===== config.mk =====
export PLATFORM = sky130hd
export DESIGN_NAME = core_id_q_flat
export DESIGN_NICKNAME = d
export VERILOG_FILES = /design/src/rtl/core_id_q_if.sv /design/src/rtl/core_id_q.sv /design/src/flat_wrapper.sv
export SDC_FILE = /design/constraint.sdc
export NUM_CORES = 1
export LEC_CHECK = 0
export BUFFER_PORTS_ARGS = -buffer_cell sky130_fd_sc_hd__buf_2
export CAP_MARGIN = 40
export CORE_MARGIN = 2
export CORE_UTILIZATION = 45
export CTS_CLUSTER_SIZE = 10
export DETAILED_ROUTE_END_ITERATION = 8
export PLACE_DENSITY = 0.71
export SKIP_CTS_REPAIR_TIMING = 1
export SYNTH_ARGS = -nofsm -noshare
export SYNTH_HDL_FRONTEND = slang
export SYNTH_SLANG_ARGS = --single-unit

===== constraint.sdc =====
create_clock -name clk -period 2.9 [get_ports clk]
set_clock_uncertainty 0.1 [all_clocks]
set_input_delay 0.29 -clock clk [delete_from_list [all_inputs] [get_ports clk]]
set_output_delay 0.29 -clock clk [all_outputs]
set_load 0.02 [all_outputs]

===== src/rtl/core_id_q_if.sv =====
// core_id_q_if: IF-to-ID fetch handshake (valid/ready with pc and instruction)
interface core_id_q_if;
    logic        if_valid;
    logic        if_ready;
    logic [31:0] if_pc;
    logic [31:0] if_instr;
    modport master (output if_valid, if_pc, if_instr, input if_ready);
    modport slave  (input if_valid, if_pc, if_instr, output if_ready);
endinterface


===== src/rtl/core_id_q.sv =====
// core_id_q: decode stage with instruction queue, ID register and combinational decode
module core_id_q #(
    parameter int DEPTH    = 4,
    parameter int NUM_WB   = 2,
    parameter int IMM_BITS = 11,
    parameter int FSEL_W   = $clog2(NUM_WB + 3)
) (
    input  logic                clk,
    input  logic                rst,
    core_id_q_if.slave          fe,
    input  logic                id_halt,
    input  logic                id_flush,
    input  logic [NUM_WB-1:0]   wb_en,
    input  logic [NUM_WB*4-1:0] wb_addr,
    input  logic [2:0]          flag,
    output logic                id_valid,
    output logic [31:0]         id_pc,
    output logic [31:0]         id_instr,
    output logic [3:0]          rega_addr,
    output logic [3:0]          regb_addr,
    output logic [FSEL_W-1:0]   fwd_a_sel,
    output logic [FSEL_W-1:0]   fwd_b_sel,
    output logic [31:0]         imm,
    output logic                branch,
    output logic                branch_imm,
    output logic                branch_abs,
    output logic                swi,
    output logic                rfe,
    output logic                wb_spr,
    output logic [3:0]          spr_addr,
    output logic [$clog2(DEPTH+1)-1:0] q_count
);
    // instruction layout: opcode[31:26] i[25] s[24] regd_cond[23:20] rega[19:16] regb[15:12] imm[IMM_BITS-1:0]
    localparam int CW = $clog2(DEPTH + 1);
    localparam int PW = $clog2(DEPTH);
    localparam logic [5:0] OPCODE_NOP  = 6'h00;
    localparam logic [5:0] OPCODE_B    = 6'h04;
    localparam logic [5:0] OPCODE_CALL = 6'h05;
    localparam logic [5:0] OPCODE_RET  = 6'h06;
    localparam logic [5:0] OPCODE_SWI  = 6'h08;
    localparam logic [5:0] OPCODE_RFE  = 6'h09;
    localparam logic [5:0] OPCODE_MOV  = 6'h10;
    localparam logic [3:0] RF_PC       = 4'hF;

    logic [31:0]   mem_pc    [DEPTH];
    logic [31:0]   mem_instr [DEPTH];
    logic [PW-1:0] wr_ptr, rd_ptr;
    logic          push, adv, pop, bypass, store;
    logic [5:0]    op;
    logic          is_i, is_s;
    logic [3:0]    rd;

    assign fe.if_ready = q_count < CW'(DEPTH);
    assign push   = fe.if_valid && fe.if_ready && !id_flush;
    assign adv    = !id_halt && !id_flush;
    assign pop    = adv && q_count != '0;
    assign bypass = adv && q_count == '0 && push;
    assign store  = push && !bypass;

    // queue pointers, occupancy and ID pipeline register
    always_ff @(posedge clk or negedge rst) begin
        if (!rst) begin
            wr_ptr   <= '0;
            rd_ptr   <= '0;
            q_count  <= '0;
            id_valid <= 1'b0;
            id_pc    <= '0;
            id_instr <= {OPCODE_NOP, 26'(0)};
        end else if (id_flush) begin
            wr_ptr   <= '0;
            rd_ptr   <= '0;
            q_count  <= '0;
            id_valid <= 1'b0;
            id_instr <= {OPCODE_NOP, 26'(1)};
        end else begin
            wr_ptr  <= store ? wr_ptr + PW'(1) : wr_ptr;
            rd_ptr  <= pop ? rd_ptr + PW'(1) : rd_ptr;
            q_count <= q_count + CW'(store) - CW'(pop);
            if (adv) begin
                id_valid <= pop || bypass;
                id_pc    <= pop ? mem_pc[rd_ptr] : bypass ? fe.if_pc : id_pc;
                id_instr <= pop ? mem_instr[rd_ptr] : bypass ? fe.if_instr : {OPCODE_NOP, 26'(0)};
            end
        end
    end

    // queue storage needs no reset: occupancy guards every read
    always_ff @(posedge clk) begin
        if (store) begin
            mem_pc[wr_ptr]    <= fe.if_pc;
            mem_instr[wr_ptr] <= fe.if_instr;
        end
    end

    assign op        = id_instr[31:26];
    assign is_i      = id_instr[25];
    assign is_s      = id_instr[24];
    assign rd        = id_instr[23:20];
    assign rega_addr = id_instr[19:16];
    assign regb_addr = id_instr[15:12];
    assign spr_addr  = rd;

    // decode, all results gated by id_valid; lowest writeback port wins by being applied last
    always_comb begin
        fwd_a_sel = rega_addr == RF_PC ? FSEL_W'(1) : '0;
        fwd_b_sel = regb_addr == RF_PC ? FSEL_W'(1) : '0;
        for (int k = NUM_WB - 1; k >= 0; k--) begin
            fwd_a_sel = wb_en[k] && wb_addr[k*4 +: 4] == rega_addr ? FSEL_W'(2 + k) : fwd_a_sel;
            fwd_b_sel = wb_en[k] && wb_addr[k*4 +: 4] == regb_addr ? FSEL_W'(3 + k) : fwd_b_sel;
        end
        fwd_b_sel  = is_i ? FSEL_W'(2) : fwd_b_sel;
        fwd_a_sel  = id_valid ? fwd_a_sel : '0;
        fwd_b_sel  = id_valid ? fwd_b_sel : '0;
        imm        = id_valid && is_i ? {{(32-IMM_BITS){is_s & id_instr[IMM_BITS-1]}}, id_instr[IMM_BITS-1:0]} : '0;
        branch     = id_valid && ((op == OPCODE_B && rd[2:0] == flag) || op == OPCODE_CALL || op == OPCODE_RET);
        branch_imm = id_valid && is_i;
        branch_abs = id_valid && regb_addr[0];
        swi        = id_valid && op == OPCODE_SWI;
        rfe        = id_valid && op == OPCODE_RFE;
        wb_spr     = id_valid && op == OPCODE_MOV && regb_addr[1];
    end
endmodule


===== src/flat_wrapper.sv =====
// flat-port wrapper written by rule: the top's interface ports become plain ports
module core_id_q_flat 
#(
    parameter int DEPTH    = 4,
    parameter int NUM_WB   = 2,
    parameter int IMM_BITS = 11,
    parameter int FSEL_W   = $clog2(NUM_WB + 3)
)
  (clk, rst, id_halt, id_flush, wb_en, wb_addr, flag, id_valid, id_pc, id_instr, rega_addr, regb_addr, fwd_a_sel, fwd_b_sel, imm, branch, branch_imm, branch_abs, swi, rfe, wb_spr, spr_addr, q_count, fe_if_valid, fe_if_pc, fe_if_instr, fe_if_ready);
  core_id_q_if fe_i ();
  input  logic clk;
  input  logic rst;
  input  logic id_halt;
  input  logic id_flush;
  input  logic [NUM_WB-1:0] wb_en;
  input  logic [NUM_WB*4-1:0] wb_addr;
  input  logic [2:0] flag;
  output logic id_valid;
  output logic [31:0] id_pc;
  output logic [31:0] id_instr;
  output logic [3:0] rega_addr;
  output logic [3:0] regb_addr;
  output logic [FSEL_W-1:0] fwd_a_sel;
  output logic [FSEL_W-1:0] fwd_b_sel;
  output logic [31:0] imm;
  output logic branch;
  output logic branch_imm;
  output logic branch_abs;
  output logic swi;
  output logic rfe;
  output logic wb_spr;
  output logic [3:0] spr_addr;
  output logic [$clog2(DEPTH+1)-1:0] q_count;
  input wire logic [$bits(fe_i.if_valid)-1:0] fe_if_valid;
  input wire logic [$bits(fe_i.if_pc)-1:0] fe_if_pc;
  input wire logic [$bits(fe_i.if_instr)-1:0] fe_if_instr;
  output wire logic [$bits(fe_i.if_ready)-1:0] fe_if_ready;
  assign fe_i.if_valid = fe_if_valid;
  assign fe_i.if_pc = fe_if_pc;
  assign fe_i.if_instr = fe_if_instr;
  assign fe_if_ready = fe_i.if_ready;
  core_id_q #(.DEPTH(DEPTH), .NUM_WB(NUM_WB), .IMM_BITS(IMM_BITS), .FSEL_W(FSEL_W)) u_core (.clk(clk), .rst(rst), .fe(fe_i), .id_halt(id_halt), .id_flush(id_flush), .wb_en(wb_en), .wb_addr(wb_addr), .flag(flag), .id_valid(id_valid), .id_pc(id_pc), .id_instr(id_instr), .rega_addr(rega_addr), .regb_addr(regb_addr), .fwd_a_sel(fwd_a_sel), .fwd_b_sel(fwd_b_sel), .imm(imm), .branch(branch), .branch_imm(branch_imm), .branch_abs(branch_abs), .swi(swi), .rfe(rfe), .wb_spr(wb_spr), .spr_addr(spr_addr), .q_count(q_count));
endmodule

==> impl_metrics.py <==
metrics = {
    "run_status": {
        "status": "complete, no violations",
    },
    "power_and_ir_drop": {
        "irDropWorstVdd_mv": 0.554,
        "p_leak_nw": 6.23,
        "powerDensity_nw_per_um2": 804,
    },
    "floorplanning": {
        "rows": 62,
        "core_um2": 28900,
        "die_area_um2": 30800,
        "die_h_um": 176,
        "io_pins": 207,
        "start_util": 0.459,
        "fp.dieW_um": 176,
    },
    "min_path": {
        "min_path_type": "in -> reg",
    },
    "critical_path": {
        "cp-start-kind": "register",
        "r2r-start": "u_core.q_count[1]",
        "crit_path_max_fanout": 4,
        "critPathRequiredTime_ps": 2510,
        "setup.worst_path.end": "fwd_b_sel[0]",
        "cp-end-kind": "output pin",
        "startpoint": "u_core.id_instr[13]",
        "critical_path_arrival_ps": 2100,
        "reg2regPathDepth": 6,
        "rrSetupSlack_ps": 610,
        "critPathKind": "reg -> out",
        "reg2reg_to": "u_core.id_instr[6]",
    },
    "clocking": {
        "root_buffer": "clkbuf_16",
        "clk-insertion-delay-late_ps": 500,
        "numClockSinks": 328,
        "clock_path_buffers": 3,
        "cts_buffers": 39,
        "path_clk_slew_ps": 50,
        "cts_tree": "built",
        "h-tree-depth": 2,
    },
    "synth": {
        "synthTopCellsByArea": "edfxtp_1 (58%), dfrtp_1 (14%), mux4_2 (11%)",
        "synth_cell_types": 42,
        "syn_inst": 805,
        "synthArstFlopShare": 0.220,
        "netlist_area_um2": 13200,
        "ys_ff_latch": 328,
        "yosysTopAreaCell": "edfxtp_1",
        "synth.top_cells.by_count": "edfxtp_1 (256), nand2_1 (89), dfrtp_1 (72), a21oi_1 (68), mux4_2 (64)",
        "synth.avg_cell_area_um2": 16.5,
        "synth_most_common_cell": "edfxtp_1",
        "syn-num-nets": 893,
        "synth_top_area_share": 0.580,
        "ys.flop_type": "edfxtp_1",
        "synth_seq_area_share": 0.716,
        "yosysWarnings": 0,
        "synth-edff-count": 256,
    },
    "global_routing": {
        "grt_usage": 0.198,
        "grt_pass1_vias": 8025,
        "grt_overflow": 0,
        "antenna_found_initial": 1,
        "grt_max_degree": 46,
        "grt_pass1_wl_mm": 46.6,
    },
    "flow_run": {
        "cap_violations": 0,
    },
    "place": {
        "hpwlAfterDp_mm": 18.5,
        "io_buffer_count": 205,
        "place.gp.congestion": 0.807,
    },
    "finish": {
        "multi_input_area_um2": 3310,
        "syn2layout_area_growth_pct": 24.3,
        "register_area_um2": 9500,
        "fin_nets": 1154,
        "fin_util": 0.570,
        "fillerInstances": 2324,
        "drive_gt1_frac": 0.325,
    },
    "route": {
        "via_count": 8058,
        "wl_per_cell_um": 21.1,
        "ant_nets": 0,
        "drtIter0Drc": 560,
        "wl_mm": 31.2,
        "drtPass1Iterations": 5,
        "drc": 0,
        "vias_per_cell": 5.44,
    },
    "sta": {
        "finalHoldViolations": 0,
        "min_period_ps": 2490,
        "tns_ps": 0,
        "setup_violations": 0,
        "slew-limit-headroom": 0.500,
        "worst_pin_slew_ps": 750,
        "holdWs_ps": 13.4,
        "timing.fmax_mhz": 401,
        "period_share": 0.859,
        "rsz0062_at_grt": "no",
        "slew_viol_final": 0,
    },
}
cell usage in the layout (no fill, tap or decap), drive strengths merged, types with 2 or more instances in the layout:
cell	n
o21a	3
nor4b	2
clkbuf	68
and3	13
nand2	89
mux4	64
nor3	8
nor4	3
nor2	41
and2	6
clkinv	2
o221ai	18
nand4	2
dlygate4sd3	65
a32oi	13
dfrtp	72
o21ai	4
buf	235
ha	5
xor2	14
xnor2	8
a21oi	68
inv	6
nand3	16
nor2b	2
or3	2
edfxtp	256
cells by family after synthesis:
| logic type | count (synthesis) | synth area share |
|---|---|---|
| compound gates | 111 | 0.0530 |
| xor+xnor | 22 | 0.0145 |
| fa+ha+maj | 6 | 0.00623 |
| buf+inv | 86 | 0.0372 |
| flops | 328 | 0.716 |
| mux | 65 | 0.110 |
| other cells | 1 | 0.000283 |
| simple gates | 186 | 0.0628 |
sequential cells by signal, indices dropped and copies added (netlist names):
name / flops
u_core.mem_instr: 128
u_core.mem_pc: 128
u_core.id_instr: 32
u_core.id_pc: 32
u_core.q_count: 3
u_core.rd_ptr: 2
u_core.wr_ptr: 2
u_core.id_valid: 1
how the worst min path moves through the flow:
stage                       start                 end  slack, ps  cells past startpoint
after floorplan               rst  u_core.id_instr[0]       -110                      0
after global placement        rst    u_core.id_pc[24]        280                      1
after detailed placement      rst    u_core.id_pc[24]        290                      1
after CTS                     rst    u_core.id_pc[15]       -240                      1
after global routing      id_halt  u_core.id_instr[0]         20                      2
final                     id_halt  u_core.id_instr[0]         10                      2
where the power goes:
group | leakage [nW] | total (mW) | switching (mW) | internal, mW
Clock | 0.549 | 4.38 | 1.74 | 2.64
Combinational | 2.48 | 2.84 | 1.71 | 1.13
Sequential | 3.20 | 6.01 | 0.438 | 5.57
final cells by class:
class / count / share of cell area
sequential: 328 / 0.577
multi-input combinational: 391 / 0.201
timing repair buffer: 300 / 0.122
clock buffer: 68 / 0.0691
tap: 384 / 0.0292
inverter: 6 / 0.00137
clock inverter: 2 / 0.000532
antenna: 1 / 0.000152
worst max-delay path, cell delays in order (launching register included):
cell and delay [ps]:
dfrtp_1 500, xor2_1 210, nor4_1 490, a32o_1 240, buf_2 160
through the flow:
stage               cells  setup slack (ps)  instance area [um2]  total power [mW]
floorplan             805               333                13300              7.80
global placement     1343               656                14600              8.85
detailed placement   1344               622                14700              8.90
CTS                  1414               417                15800              13.3
global route         1479               270                16500              13.8
finish               1480               408                16500              13.2
metal layers:
layer  vias to the layer above  share of wire  GRT usage
met1                      4103           0.42      0.265
met5                         -              0          0
met3                        52          0.070     0.0442
met2                       311           0.49      0.329
met4                         0          0.022     0.0575
li1                       3592              -          -
(Power assumes the default switching activity.)
